**config.mk**
```make
export PLATFORM = sky130hd
export DESIGN_NAME = seq_div
export DESIGN_NICKNAME = d
export VERILOG_FILES = /design/src/rtl/seq_div_pkg.sv /design/src/rtl/seq_div_step.sv /design/src/rtl/seq_div.sv
export SDC_FILE = /design/constraint.sdc
export NUM_CORES = 1
export LEC_CHECK = 0
export ABC_AREA = 1
export CAP_MARGIN = 0
export CORE_MARGIN = 2
export CORE_UTILIZATION = 50
export DETAILED_ROUTE_END_ITERATION = 6
export GPL_TIMING_DRIVEN = 1
export HOLD_SLACK_MARGIN = 0.02
export PLACE_DENSITY = 0.72
export SLEW_MARGIN = 20
export SYNTH_ARGS = -nofsm -noshare
export SYNTH_HDL_FRONTEND = slang
export SYNTH_SLANG_ARGS = --single-unit
```
**constraint.sdc**
```tcl
create_clock -name clk -period 4.65 [get_ports clk]
set_clock_uncertainty 0.2 [all_clocks]
set_input_delay 0.93 -clock clk [delete_from_list [all_inputs] [get_ports clk]]
set_output_delay 0.93 -clock clk [all_outputs]
set_load 0.02 [all_outputs]
```
**src/rtl/seq_div_pkg.sv**
```systemverilog
// Shared types and helpers for the seq_div iterative divider.
package seq_div_pkg;

    typedef enum logic [1:0] {
        StIdle = 2'd0,
        StRun  = 2'd1,
        StDone = 2'd2
    } state_e;

    function automatic int unsigned cnt_width(input int unsigned w);
        return $clog2(w + 1);
    endfunction

endpackage

```
**src/rtl/seq_div_step.sv**
```systemverilog
// One restoring-division step: shift in a dividend bit, trial-subtract the divisor.
module seq_div_step #(
    parameter int unsigned WIDTH = 32
) (
    input  logic [WIDTH-1:0] i_rem,
    input  logic             i_msb,
    input  logic [WIDTH-1:0] i_divisor,
    output logic [WIDTH-1:0] o_rem,
    output logic             o_qbit
);

    logic [WIDTH:0]   w_partial;
    logic [WIDTH-1:0] w_diff;

    always_comb begin
        w_partial = {i_rem, i_msb};
        o_qbit    = (w_partial >= {1'b0, i_divisor});
        // Result is below the divisor whenever we subtract, so WIDTH bits suffice.
        w_diff    = w_partial[WIDTH-1:0] - i_divisor;
        o_rem     = o_qbit ? w_diff : w_partial[WIDTH-1:0];
    end

endmodule

```
**src/rtl/seq_div.sv**
```systemverilog
// Iterative unsigned restoring divider, one quotient bit per cycle, latency WIDTH.
// Optional SEQ_DIV_ZERO_FLAG_EN adds a registered div_by_zero output.
module seq_div
    import seq_div_pkg::*;
#(
    parameter int unsigned WIDTH = 32
) (
    input  logic             clk,
    input  logic             reset,
    input  logic             go,
    input  logic [WIDTH-1:0] left,
    input  logic [WIDTH-1:0] right,
    output logic             ready,
    output logic             done,
    output logic [WIDTH-1:0] quotient,
    output logic [WIDTH-1:0] remainder
`ifdef SEQ_DIV_ZERO_FLAG_EN
    ,
    output logic             div_by_zero
`endif
);

    localparam int unsigned CntW = cnt_width(WIDTH);

    state_e           r_state;
    state_e           w_state_next;
    logic [WIDTH-1:0] r_dvd;
    logic [WIDTH-1:0] r_div;
    logic [WIDTH-1:0] r_rem;
    logic [CntW-1:0]  r_cnt;
    logic [WIDTH-1:0] r_quotient;
    logic [WIDTH-1:0] r_remainder;

    logic             w_accept;
    logic             w_last;
    logic [WIDTH-1:0] w_step_rem_in;
    logic             w_step_msb;
    logic [WIDTH-1:0] w_step_div;
    logic [WIDTH-1:0] w_step_rem;
    logic             w_step_qbit;

    // The accepting edge performs the first step from a cleared remainder, so
    // WIDTH steps fit between go and done with no bubble between operations.
    always_comb begin
        w_step_rem_in = r_rem;
        w_step_msb    = r_dvd[WIDTH-1];
        w_step_div    = r_div;
        if (r_state != StRun) begin
            w_step_rem_in = '0;
            w_step_msb    = left[WIDTH-1];
            w_step_div    = right;
        end
    end

    seq_div_step #(
        .WIDTH(WIDTH)
    ) u_step (
        .i_rem    (w_step_rem_in),
        .i_msb    (w_step_msb),
        .i_divisor(w_step_div),
        .o_rem    (w_step_rem),
        .o_qbit   (w_step_qbit)
    );

    always_comb begin
        w_state_next = r_state;
        w_accept     = 1'b0;
        w_last       = 1'b0;
        ready        = 1'b0;
        done         = 1'b0;
        unique case (r_state)
            StIdle: begin
                ready    = 1'b1;
                w_accept = go;
                if (go) begin
                    w_state_next = StRun;
                end
            end
            StRun: begin
                w_last = (r_cnt == CntW'(WIDTH - 1));
                if (w_last) begin
                    w_state_next = StDone;
                end
            end
            StDone: begin
                ready        = 1'b1;
                done         = 1'b1;
                w_accept     = go;
                w_state_next = go ? StRun : StIdle;
            end
            default: begin
                w_state_next = StIdle;
            end
        endcase
    end

    always_ff @(posedge clk) begin
        if (reset) begin
            r_state     <= StIdle;
            r_dvd       <= '0;
            r_div       <= '0;
            r_rem       <= '0;
            r_cnt       <= '0;
            r_quotient  <= '0;
            r_remainder <= '0;
        end else begin
            r_state <= w_state_next;
            if (w_accept) begin
                // Quotient bits shift into the vacated low end of the dividend.
                r_dvd <= {left[WIDTH-2:0], w_step_qbit};
                r_div <= right;
                r_rem <= w_step_rem;
                r_cnt <= CntW'(1);
            end else if (r_state == StRun) begin
                r_dvd <= {r_dvd[WIDTH-2:0], w_step_qbit};
                r_rem <= w_step_rem;
                r_cnt <= r_cnt + CntW'(1);
                if (w_last) begin
                    r_quotient  <= {r_dvd[WIDTH-2:0], w_step_qbit};
                    r_remainder <= w_step_rem;
                end
            end
        end
    end

    assign quotient  = r_quotient;
    assign remainder = r_remainder;

`ifdef SEQ_DIV_ZERO_FLAG_EN
    logic r_dbz;

    always_ff @(posedge clk) begin
        if (reset) begin
            r_dbz <= 1'b0;
        end else if (w_accept) begin
            r_dbz <= (right == '0);
        end
    end

    assign div_by_zero = r_dbz;
`endif

endmodule

```
---- Yosys cells after proc, flatten, opt, wreduce, memory -nomap -nowiden ----
Cells that the tools add are included.
cells by class
  bitwise operators ....................... 1
  order comparisons ....................... 1
  reductions and logical operators ........ 6
  equality and inequality tests ........... 6
  $mul .................................... 0
  muxes and demuxes ....................... 18
  shift operators ......................... 0
  $add $sub $neg .......................... 2
  divide/modulo/power cells ............... 0
operator list
  kind                   count
  $mux W32               7
  $ge A33 B32 Y1         1
  $sub A32 B32 Y32       1
  $mux W1                8
  $add A6 B1 Y6 const B  1
  $eq A6 B5 Y1 const B   1
  $pmux W2 S3            1
  $mux W2                2
  $ne A2 B2 Y1 const B   2
  $reduce_or A2 Y1       2
  $reduce_and A3 Y1      1
  $eq A2 B1 Y1 const B   1
  $eq A2 B2 Y1 const B   1
  $logic_not A2 Y1       1
  $ne A2 B1 Y1 const B   1
  $reduce_and A2 Y1      1
  $reduce_bool A2 Y1     1
  $not A1 Y1             1
word-level totals
  bits in read-only memories .............. 0
  latch bits .............................. 0
  logic and storage cells ................. 42
  flip-flop bits (word level) ............. 168
  input bits .............................. 67
  memory bits (writable) .................. 0
  output and inout bits ................... 66
  memories kept ........................... 0

---- Depth between registers and ports, before layout ----
Gate-level depths: netlist of run 1.
  depth after elaboration ................. 6
  mapped depth ............................ 23
  mapped depth without buffers ............ 21

---- Modules after synthesis ----
A second synthesis of run 1 with hierarchy kept.
second synthesis, totals
  cells, all modules ...................... 1,788
  area, all modules ....................... 10,655.2 um^2
modules (own cells, without submodules)
  module        cells each  area each (um^2)  seq. area each (um^2)  instances
  seq_div       1,141       7,494.7           3,363.2                1
  seq_div_step  647         3,160.5           0.0                    1

---- Worst setup path before layout of run 1 ----
No wires, ideal clock.
  path kind ............................... reg-to-reg
  from .................................... register r_state[0]
  to ...................................... register r_rem[13]
  required time ........................... 4.336 ns
  path buffers ............................ 5
  arrival time ............................ 2.908 ns
  period minus slack after synthesis ...... 3.222 ns
  setup time .............................. 0.114 ns
  cell stages (with the launch flop) ...... 24
  setup slack ............................. 1.428 ns
  path through ............................ dfxtp_1 -> inv_2 -> nor2_4 -> buf_2 -> clkbuf_1 -> buf_2 -> mux2i_1 -> ha_1 -> buf_2 -> nand2_1 -> nand2_1 -> nand2_1 -> nand2_1 -> nand2_1 -> nand3_2 -> nand2_1 -> nand2_2 -> nand2_4 -> nand2_8 -> buf_6 -> nand2_1 -> nand2_1 -> o21bai_1 -> inv_1
between the ends
  longest elaborated chain between the ends .. 6
  elaborated cells between the ends (all ways) .. 15
  those cells by class .................... 1 x add/sub; 1 x order compare; 3 x eq/ne; 7 x mux; 3 x reduce/logical
RTL lines
  element                                             RTL line                                RTL
  start, declared                                     seq_div.sv:25                           state_e r_state;
  start signal, assigned                              seq_div.sv:99                           r_state <= StIdle;
  start signal, assigned                              seq_div.sv:107                          r_state <= w_state_next;
  $ne A2 B1 Y1                                        seq_div.sv:48                           if (r_state != StRun) begin
  $mux W1 or $mux W32 (tied branches)                 seq_div.sv:48
  $sub A32 B32 Y32 or $ge A33 B32 Y1 (tied branches)  seq_div_step.sv:19, seq_div_step.sv:17
  $mux W32                                            seq_div_step.sv:20                      o_rem = o_qbit ? w_diff : w_partial[WIDTH-1:0];
  $mux W32                                            seq_div.sv:114                          end else if (r_state == StRun) begin
  $mux W32                                            seq_div.sv:108                          if (w_accept) begin
  end signal, assigned                                seq_div.sv:112                          r_rem <= w_step_rem;
  end signal, assigned                                seq_div.sv:116                          r_rem <= w_step_rem;
  end, declared                                       seq_div.sv:29                           logic [WIDTH-1:0] r_rem;
Several ways; a longest one is shown, not always the timed one. The select of a mux whose other input is x is not followed.
A chain may end at the register's enable or synchronous reset.

---- Worst setup path after layout of run 1 ----
  from .................................... register r_state[0]
  to ...................................... register r_rem[11]
Same word-level chain as after synthesis.

==> flow_metrics.env, run 1 <==
export IMPL_cap_violations=0
export IMPL_fin_cells=1893
export IMPL_core_region_area_um2=19400
export IMPL_syn_instance_count=1523
export IMPL_synth_top_cells_by_area="dfxtp_1 34%, nand2_1 17%, inv_1 8.1%, o21ai_0 5.9%, nor2_1 4.8%"
export IMPL_drt_iter0_drc=757
export IMPL_post_place_ws_ps=634
export IMPL_synthMuxAreaShare_pct=3.14
export IMPL_grt_pass1_wl_um=45500
export IMPL_synth_compound_area_share_pct=13.8
export IMPL_chipHeight_um=145
export IMPL_status="finished clean"
export IMPL_cp_end_kind="flip-flop"
export IMPL_hold_viol_final=0
export IMPL_p_int_mw=2.55
export IMPL_hp_class="flip-flop to flip-flop"
export IMPL_yosys_area_top_type="dfxtp_1"
export IMPL_max_slew_margin_pct=51.0
export IMPL_power_per_cell_area_nw_per_um2=318
export IMPL_synth_area_um2=9870
export IMPL_cts_buffer_depth=2
export IMPL_ys_warn_count=0
export IMPL_crit_slowest_cell="inv_2"
export IMPL_path_class="flip-flop to flip-flop"
export IMPL_pwr_share_comb_pct=20.6
export IMPL_synthesis_area_per_instance_um2=6.48
export IMPL_worstPathMaxFanout=40
export IMPL_cts_tree="done"
export IMPL_post_drt_wl_per_cell_um=15.2
export IMPL_p_clk_share_pct=38.1
export IMPL_ios=133
export IMPL_ys_seq_area_share_pct=34.1
export IMPL_p_sw_share_pct=32.5
export IMPL_first_pass_iters=5
export IMPL_yosys_register_bits=168
export IMPL_ir_drop_mv=0.265
export IMPL_yosys_area_share_xor_xnor_pct=1.42
export IMPL_dp_cells=1861
export IMPL_rsz0062_at_grt="no"
export IMPL_power_mw=3.78
export IMPL_setup_tns_ps=0
export IMPL_drc_errors=0
export IMPL_start_kind="flip-flop"
export IMPL_cts_setup_buffers=0
export IMPL_synthFlopType="dfxtp_1"
export IMPL_cts_resized=0
export IMPL_hold_buffers=0
export IMPL_final_core_util_pct=61.3
export IMPL_crit_chain="inv_2 > nor2_4 > inv_2 > nor2_1 > ha_1 > nand2_1 > inv_1 > nand2_1 > nand2_1 > inv_1 > nand2_1 > nand2_1 > nand2_2 > nor2_8 > nand2_8 > nand2_1 > nand2_1 > o21bai_1 > inv_1"
export IMPL_drv_slew=0
export IMPL_vias=9718
export IMPL_max_freq_mhz=259
export IMPL_required_ps=4780
export IMPL_worst_skew_pair_late_latency_ps=440
export IMPL_tightest_slew_ps=733
export IMPL_seq_power_share_pct=41.2
export IMPL_grt_pass1_vias=8977
export IMPL_ant_nets=0
export IMPL_crit_top_cell="nand2_1"
export IMPL_grt_max_degree=71
export IMPL_layout_min_cycle_time_ps=3860
export IMPL_async_flop_share_pct=0
export IMPL_synth_net_count=1624
export IMPL_overflow=0
export IMPL_antenna_found_initial=0
export IMPL_synth_edf_count=0
export IMPL_portBuffers=132
export IMPL_n_fill_cell=1887
export IMPL_die_area_um2=20900
export IMPL_netSwitchingPower_mw=1.23
export IMPL_cts_sinks=168
export IMPL_synth_simple_area_share_pct=31.3
export IMPL_drt_wl_total_um=28800
export IMPL_htree_levels=4
export IMPL_synthDistinctLibCells=43
export IMPL_crit_arrival_ps=3990
export IMPL_row_count=51
export IMPL_p_leak_nw=5.75
export IMPL_die_w_um=145
export IMPL_synthAdderAreaFrac_pct=4.38
export IMPL_antennaDiodeCount=0
export IMPL_yosys_area_top_type_share_pct=34.1
export IMPL_post_route_cells_drive_above_1_share_pct=5.16
export IMPL_cpLargestDelayFamily="simple AND/OR/NAND/NOR gates"
export IMPL_routed_via_density=5.13
export IMPL_nNetsFinal=1716
export IMPL_multi_input_area_um2=5340
export IMPL_clock_root_buffer="clkbuf_16"
export IMPL_cts_buffers=17
export IMPL_finalCritPeriodShare_pct=82.9
export IMPL_register_area_um2=3360
export IMPL_area_growth_pct=20.5
export IMPL_max_stage_delay_ps=510
export IMPL_clk_pin_slew_ps=70
export IMPL_initial_core_util_pct=50.9
export IMPL_dp_hpwl_um=21000
export IMPL_setup_viol=0
export IMPL_place_congestion=0.998
export IMPL_synth_top_family_by_area="simple AND/OR/NAND/NOR gates"
export IMPL_track_usage_pct=27.8
export IMPL_worst_path_buf_inv=5
export IMPL_setup_slack_ps=794
[layout make-up]
cell class / instances / area share (%)
Clock buffer: 18 / 3.61
Sequential cell: 168 / 28.3
Clock inverter: 14 / 1.34
Inverter: 227 / 7.16
Timing Repair Buffer: 144 / 12.0
Tap cell: 265 / 2.79
Multi-Input combinational cell: 1057 / 44.9
[power by group through the flow]
stage	clock [mW]	combinational [mW]	sequential (mW)
after floorplan	0	0.546	1.58
after global placement	0	0.763	1.59
after detailed placement	0	0.771	1.59
after CTS	1.45	0.776	1.56
after global routing	1.51	0.871	1.57
final	1.44	0.780	1.56
[logic make-up (layout without fill, tap and decap cells)]
logic type                 after synthesis  count (layout)
muxes                                   31              31
buffers and inverters                  298             403
AOI/OAI and AO/OA                      249             249
and+or+nand+nor                        727             727
adders and majority gates               34              34
xor gates and xnor gates                16              16
DFF                                    168             168
[synthesized netlist by cell type (3+ instances only)]
| library cell | number |
|---|---|
| nor2_1 | 125 |
| nor3_1 | 6 |
| xor2_1 | 15 |
| buf_2 | 19 |
| a221oi_1 | 3 |
| inv_1 | 212 |
| inv_2 | 12 |
| nand4_1 | 4 |
| nand2_1 | 453 |
| ha_1 | 33 |
| nor2_2 | 5 |
| nand2_2 | 4 |
| clkinv_1 | 3 |
| nand3_1 | 92 |
| a31oi_1 | 33 |
| mux2i_1 | 31 |
| o21bai_1 | 14 |
| clkbuf_1 | 46 |
| and2_1 | 8 |
| o21ai_0 | 116 |
| nand3b_1 | 10 |
| buf_6 | 3 |
| dfxtp_1 | 168 |
| o21a_1 | 9 |
| nand3_2 | 10 |
| a21oi_1 | 69 |
[metal layers]
metal / up-vias / track usage, % / part of all wire, %
met5: - / 0 / 0
met2: 276 / 46.9 / 47
li1: 4997 / - / -
met4: 0 / 10.8 / 3.4
met3: 55 / 4.14 / 4.6
met1: 4390 / 35.8 / 45
[sequential cells by signal, indices dropped and copies added, names as in the netlist]
| name | cells |
|---|---|
| r_div | 32 |
| r_rem | 32 |
| remainder | 32 |
| r_dvd | 32 |
| r_state | 2 |
| quotient | 32 |
| r_cnt | 6 |
[path summary, 6_finish.rpt]
| check | start | to | slack [ps] | cells past startpoint |
|---|---|---|---|---|
| max reg2reg | r_state[0] | r_rem[11] | 790 | 19 |
| min reg2reg | quotient[6] | quotient[6] | 270 | 2 |
| max | r_state[0] | r_rem[11] | 790 | 19 |
| min | quotient[6] | quotient[6] | 270 | 2 |
[worst min-delay path, stage by stage, from the launching register on]
cell     delay, ps
dfxtp_1        310
nand2_1         60
a21oi_1         50
[metrics by stage]
step / instance area, um^2 / hold slack, ps
3_3_place_gp: 11300 / 252
4_1_cts: 11900 / 269
6_report: 11900 / 268
5_1_grt: 11900 / 289
3_5_place_dp: 11300 / 258
2_1_floorplan: 9870 / 238
[cell usage in the layout, fill, tap and decap left out, types with 2 or more instances in the layout]
cell type        netlist  final
nand3b_1              10     10
nor2_2                 5      5
buf_4                  2     11
a31oi_1               33     33
nand3_2               10     10
clkinv_8               0      2
xor2_1                15     15
clkbuf_16              0     17
nand2_1              453    452
inv_2                 12     13
clkinv_2               0      2
inv_1                212    211
mux2i_1               31     31
nand2_2                4      5
nor2_4                 2      2
a221oi_1               3      3
ha_1                  33     33
clkdlybuf4s50_1        0    132
nand4_1                4      4
o21bai_1              14     14
a21oi_1               69     69
clkinv_1               3      3
inv_8                  0      3
o211ai_1               2      2
nand3_1               92     92
inv_6                  0      4
nor3_1                 6      6
o21a_1                 9      9
o21ai_0              116    116
clkinv_4               0      2
dfxtp_1              168    168
nor2_1               125    125
and2_1                 8      8
No activity file was read; power rests on OpenSTA's default activity.
==> run 2: changes to the inputs <==
--- a/config.mk
+++ b/config.mk
@@ -12,7 +12,7 @@
 export DETAILED_ROUTE_END_ITERATION = 6
 export GPL_TIMING_DRIVEN = 1
 export HOLD_SLACK_MARGIN = 0.02
-export PLACE_DENSITY = 0.72
+export PLACE_DENSITY = 0.75
 export SLEW_MARGIN = 20
 export SYNTH_ARGS = -nofsm -noshare
 export SYNTH_HDL_FRONTEND = slang
==> constraint.sdc (replaced) <==
create_clock -name clk -period 3.5 [get_ports clk]
set_clock_uncertainty 0.2 [all_clocks]
set_input_delay 0.7 -clock clk [delete_from_list [all_inputs] [get_ports clk]]
set_output_delay 0.7 -clock clk [all_outputs]
set_load 0.02 [all_outputs]
==> flow_metrics.env, run 2 (synthesized netlist as in run 1, its figures left out) <==
export IMPL_clk_pin_slew_ps=70
export IMPL_required_ps=3620
export IMPL_pwr_share_comb_pct=21.3
export IMPL_cts_sinks=168
export IMPL_crit_arrival_ps=3440
export IMPL_path_class="flip-flop to flip-flop"
export IMPL_dp_hpwl_um=20800
export IMPL_holdWs_ps=262
export IMPL_cts_buffers=17
export IMPL_ant_nets=0
export IMPL_die_w_um=145
export IMPL_violations="design-rule violations"
export IMPL_ios=133
export IMPL_p_int_mw=3.37
export IMPL_crit_slowest_cell="dfxtp_1"
export IMPL_cts_buffer_depth=2
export IMPL_drt_iter0_drc=903
export IMPL_dp_cells=1875
export IMPL_gr_usage_met3_pct=3.58
export IMPL_min_to="r_cnt[4]"
export IMPL_r2r_start="r_state[0]"
export IMPL_setup_slack_ps=177
export IMPL_cts_tree="done"
export IMPL_start_kind="flip-flop"
export IMPL_n_fill_cell=1876
export IMPL_mostFrequentLayoutCell="nand2_1"
export IMPL_seq_power_share_pct=41.4
export IMPL_antennaDiodeCount=0
export IMPL_drv_slew=0
export IMPL_grt_pass1_vias=8740
export IMPL_setup_viol=0
export IMPL_tightest_slew_ps=783
export IMPL_power_per_cell_area_nw_per_um2=414
export IMPL_grt_pass1_wl_um=44100
export IMPL_antenna_found_initial=0
export IMPL_max_stage_delay_ps=360
export IMPL_use_met1_pct=35.7
export IMPL_area_growth_pct=22.5
export IMPL_hp_class="flip-flop to flip-flop"
export IMPL_max_freq_mhz=301
export IMPL_p_clk_share_pct=37.4
export IMPL_core_region_area_um2=19400
export IMPL_portBuffers=132
export IMPL_netSwitchingPower_mw=1.64
export IMPL_post_place_ws_ps=37.9
export IMPL_min_delay_start="r_cnt[4]"
export IMPL_hold_viol_final=0
export IMPL_cap_violations=0
export IMPL_fin_cells=1910
export IMPL_row_count=51
export IMPL_p_leak_nw=5.84
export IMPL_drc_errors=2
export IMPL_ff2ff_setup_slack_ps=180
export IMPL_initial_core_util_pct=50.9
export IMPL_track_usage_pct=27.0
export IMPL_layout_min_cycle_time_ps=3320
export IMPL_crit_top_cell="nand2_1"
export IMPL_place_congestion=0.996
export IMPL_r2r_cells=17
export IMPL_cp_end_kind="flip-flop"
export IMPL_finalCritPeriodShare_pct=95.0
export IMPL_first_pass_iters=7
export IMPL_final_core_util_pct=62.4
export IMPL_nNetsFinal=1733
export IMPL_max_slew_margin_pct=47.7
export IMPL_clock_root_buffer="clkbuf_16"
export IMPL_p_sw_share_pct=32.7
export IMPL_grt_max_degree=64
export IMPL_overflow=0
export IMPL_crit_chain="inv_2 > nor2_4 > buf_12 > mux2i_1 > ha_1 > nand2_1 > nor2_4 > nand2_1 > clkinv_1 > nand2_2 > nor3_4 > nor2_8 > buf_4 > nand3_1 > nand2_1 > o21bai_1 > inv_1"
export IMPL_routed_via_density=5.17
export IMPL_htree_levels=4
export IMPL_worstPathMaxFanout=17
export IMPL_reg2reg_to="r_rem[5]"
export IMPL_die_area_um2=20900
export IMPL_drt_wl_total_um=28600
export IMPL_post_route_cells_drive_above_1_share_pct=6.38
export IMPL_most_common_layout_cells="452 x nand2_1, 211 x inv_1, 168 x dfxtp_1"
export IMPL_hold_depth=2
export IMPL_busiest_layer="met2"
export IMPL_ir_drop_mv=0.343
export IMPL_met2_usage_pct=42.9
export IMPL_worst_skew_pair_late_latency_ps=440
export IMPL_post_drt_wl_per_cell_um=15.0
export IMPL_chipHeight_um=145
export IMPL_status="complete, but fails checks"
export IMPL_vias=9872
-- run 2: cell types whose count changed in the layout (fill, tap and decap cells not counted), sizes merged --
| cell | previous run | this run |
|---|---|---|
| clkbuf | 18 | 19 |
| nand2 | 459 | 460 |
| clkinv | 9 | 8 |
| buf | 12 | 27 |
| bufinv | 1 | 0 |
| clkinvlp | 0 | 2 |
-- run 2: cell type report --
type	count	area [um^2]	area share, %
multi-input combinational	1058	5360	44.3
sequential	168	3360	27.8
timing repair buffer	160	1600	13.2
inverter	227	855	7.06
clock buffer	18	439	3.63
tap	265	332	2.74
clock inverter	14	150	1.24
-- run 2: how the worst max path moves through the flow --
stage / slack [ps] / startpoint / to / cells after the start
6_report: 180 / r_state[0] / r_rem[5] / 17
3_3_place_gp: 40 / left[31] / r_rem[20] / 19
3_5_place_dp: 40 / left[31] / r_rem[20] / 19
5_1_grt: -50 / r_state[0] / r_rem[5] / 17
4_1_cts: 180 / r_state[0] / r_rem[5] / 19
2_1_floorplan: 280 / r_state[0] / r_rem[13] / 23
-- run 2: timing repair --
action	in CTS	in global routing
buffers inserted	0	1
resized for setup	0	9
hold buffers	0	0
endpoints found under the setup margin	0	40
-- run 2: metal layers --
metal,vias to the layer above,wire [um]
met5,-,0
met1,4406,12600
met2,356,13000
met3,67,1600
met4,0,1420
li1,5043,-
-- run 2: through the flow --
stage          instance area [um^2]  total power, mW  TNS (ps)
6_report                      12100             5.01         0
5_1_grt                       12100             5.25     -52.1
3_3_place_gp                  11400             3.13         0
2_1_floorplan                  9870             2.82         0
4_1_cts                       12000             5.01         0
3_5_place_dp                  11400             3.14         0
-- run 2: worst max-delay path, delay by kind of cell, from the launching register on --
kind | cells | cell delay, ps
mux | 1 | 300
buf+inv | 5 | 630
fa+ha+maj | 1 | 250
simple gates | 9 | 1230
flops | 1 | 360
compound gates | 1 | 190
-- run 2: power groups by stage --
stage                     combinational (mW)  sequential [mW]  clock (mW)
after floorplan                        0.725             2.10           0
after global placement                  1.02             2.11           0
after detailed placement                1.03             2.11           0
after CTS                               1.04             2.07        1.90
after global routing                    1.18             2.09        1.98
final                                   1.07             2.07        1.87
==> run 3: changes to the inputs <==
--- a/config.mk
+++ b/config.mk
@@ -17,3 +17,4 @@
 export SYNTH_ARGS = -nofsm -noshare
 export SYNTH_HDL_FRONTEND = slang
 export SYNTH_SLANG_ARGS = --single-unit
+export TNS_END_PERCENT = 50
==> results of run 3 <==
The final DEF is identical to that of run 2; final timing and power are the same.
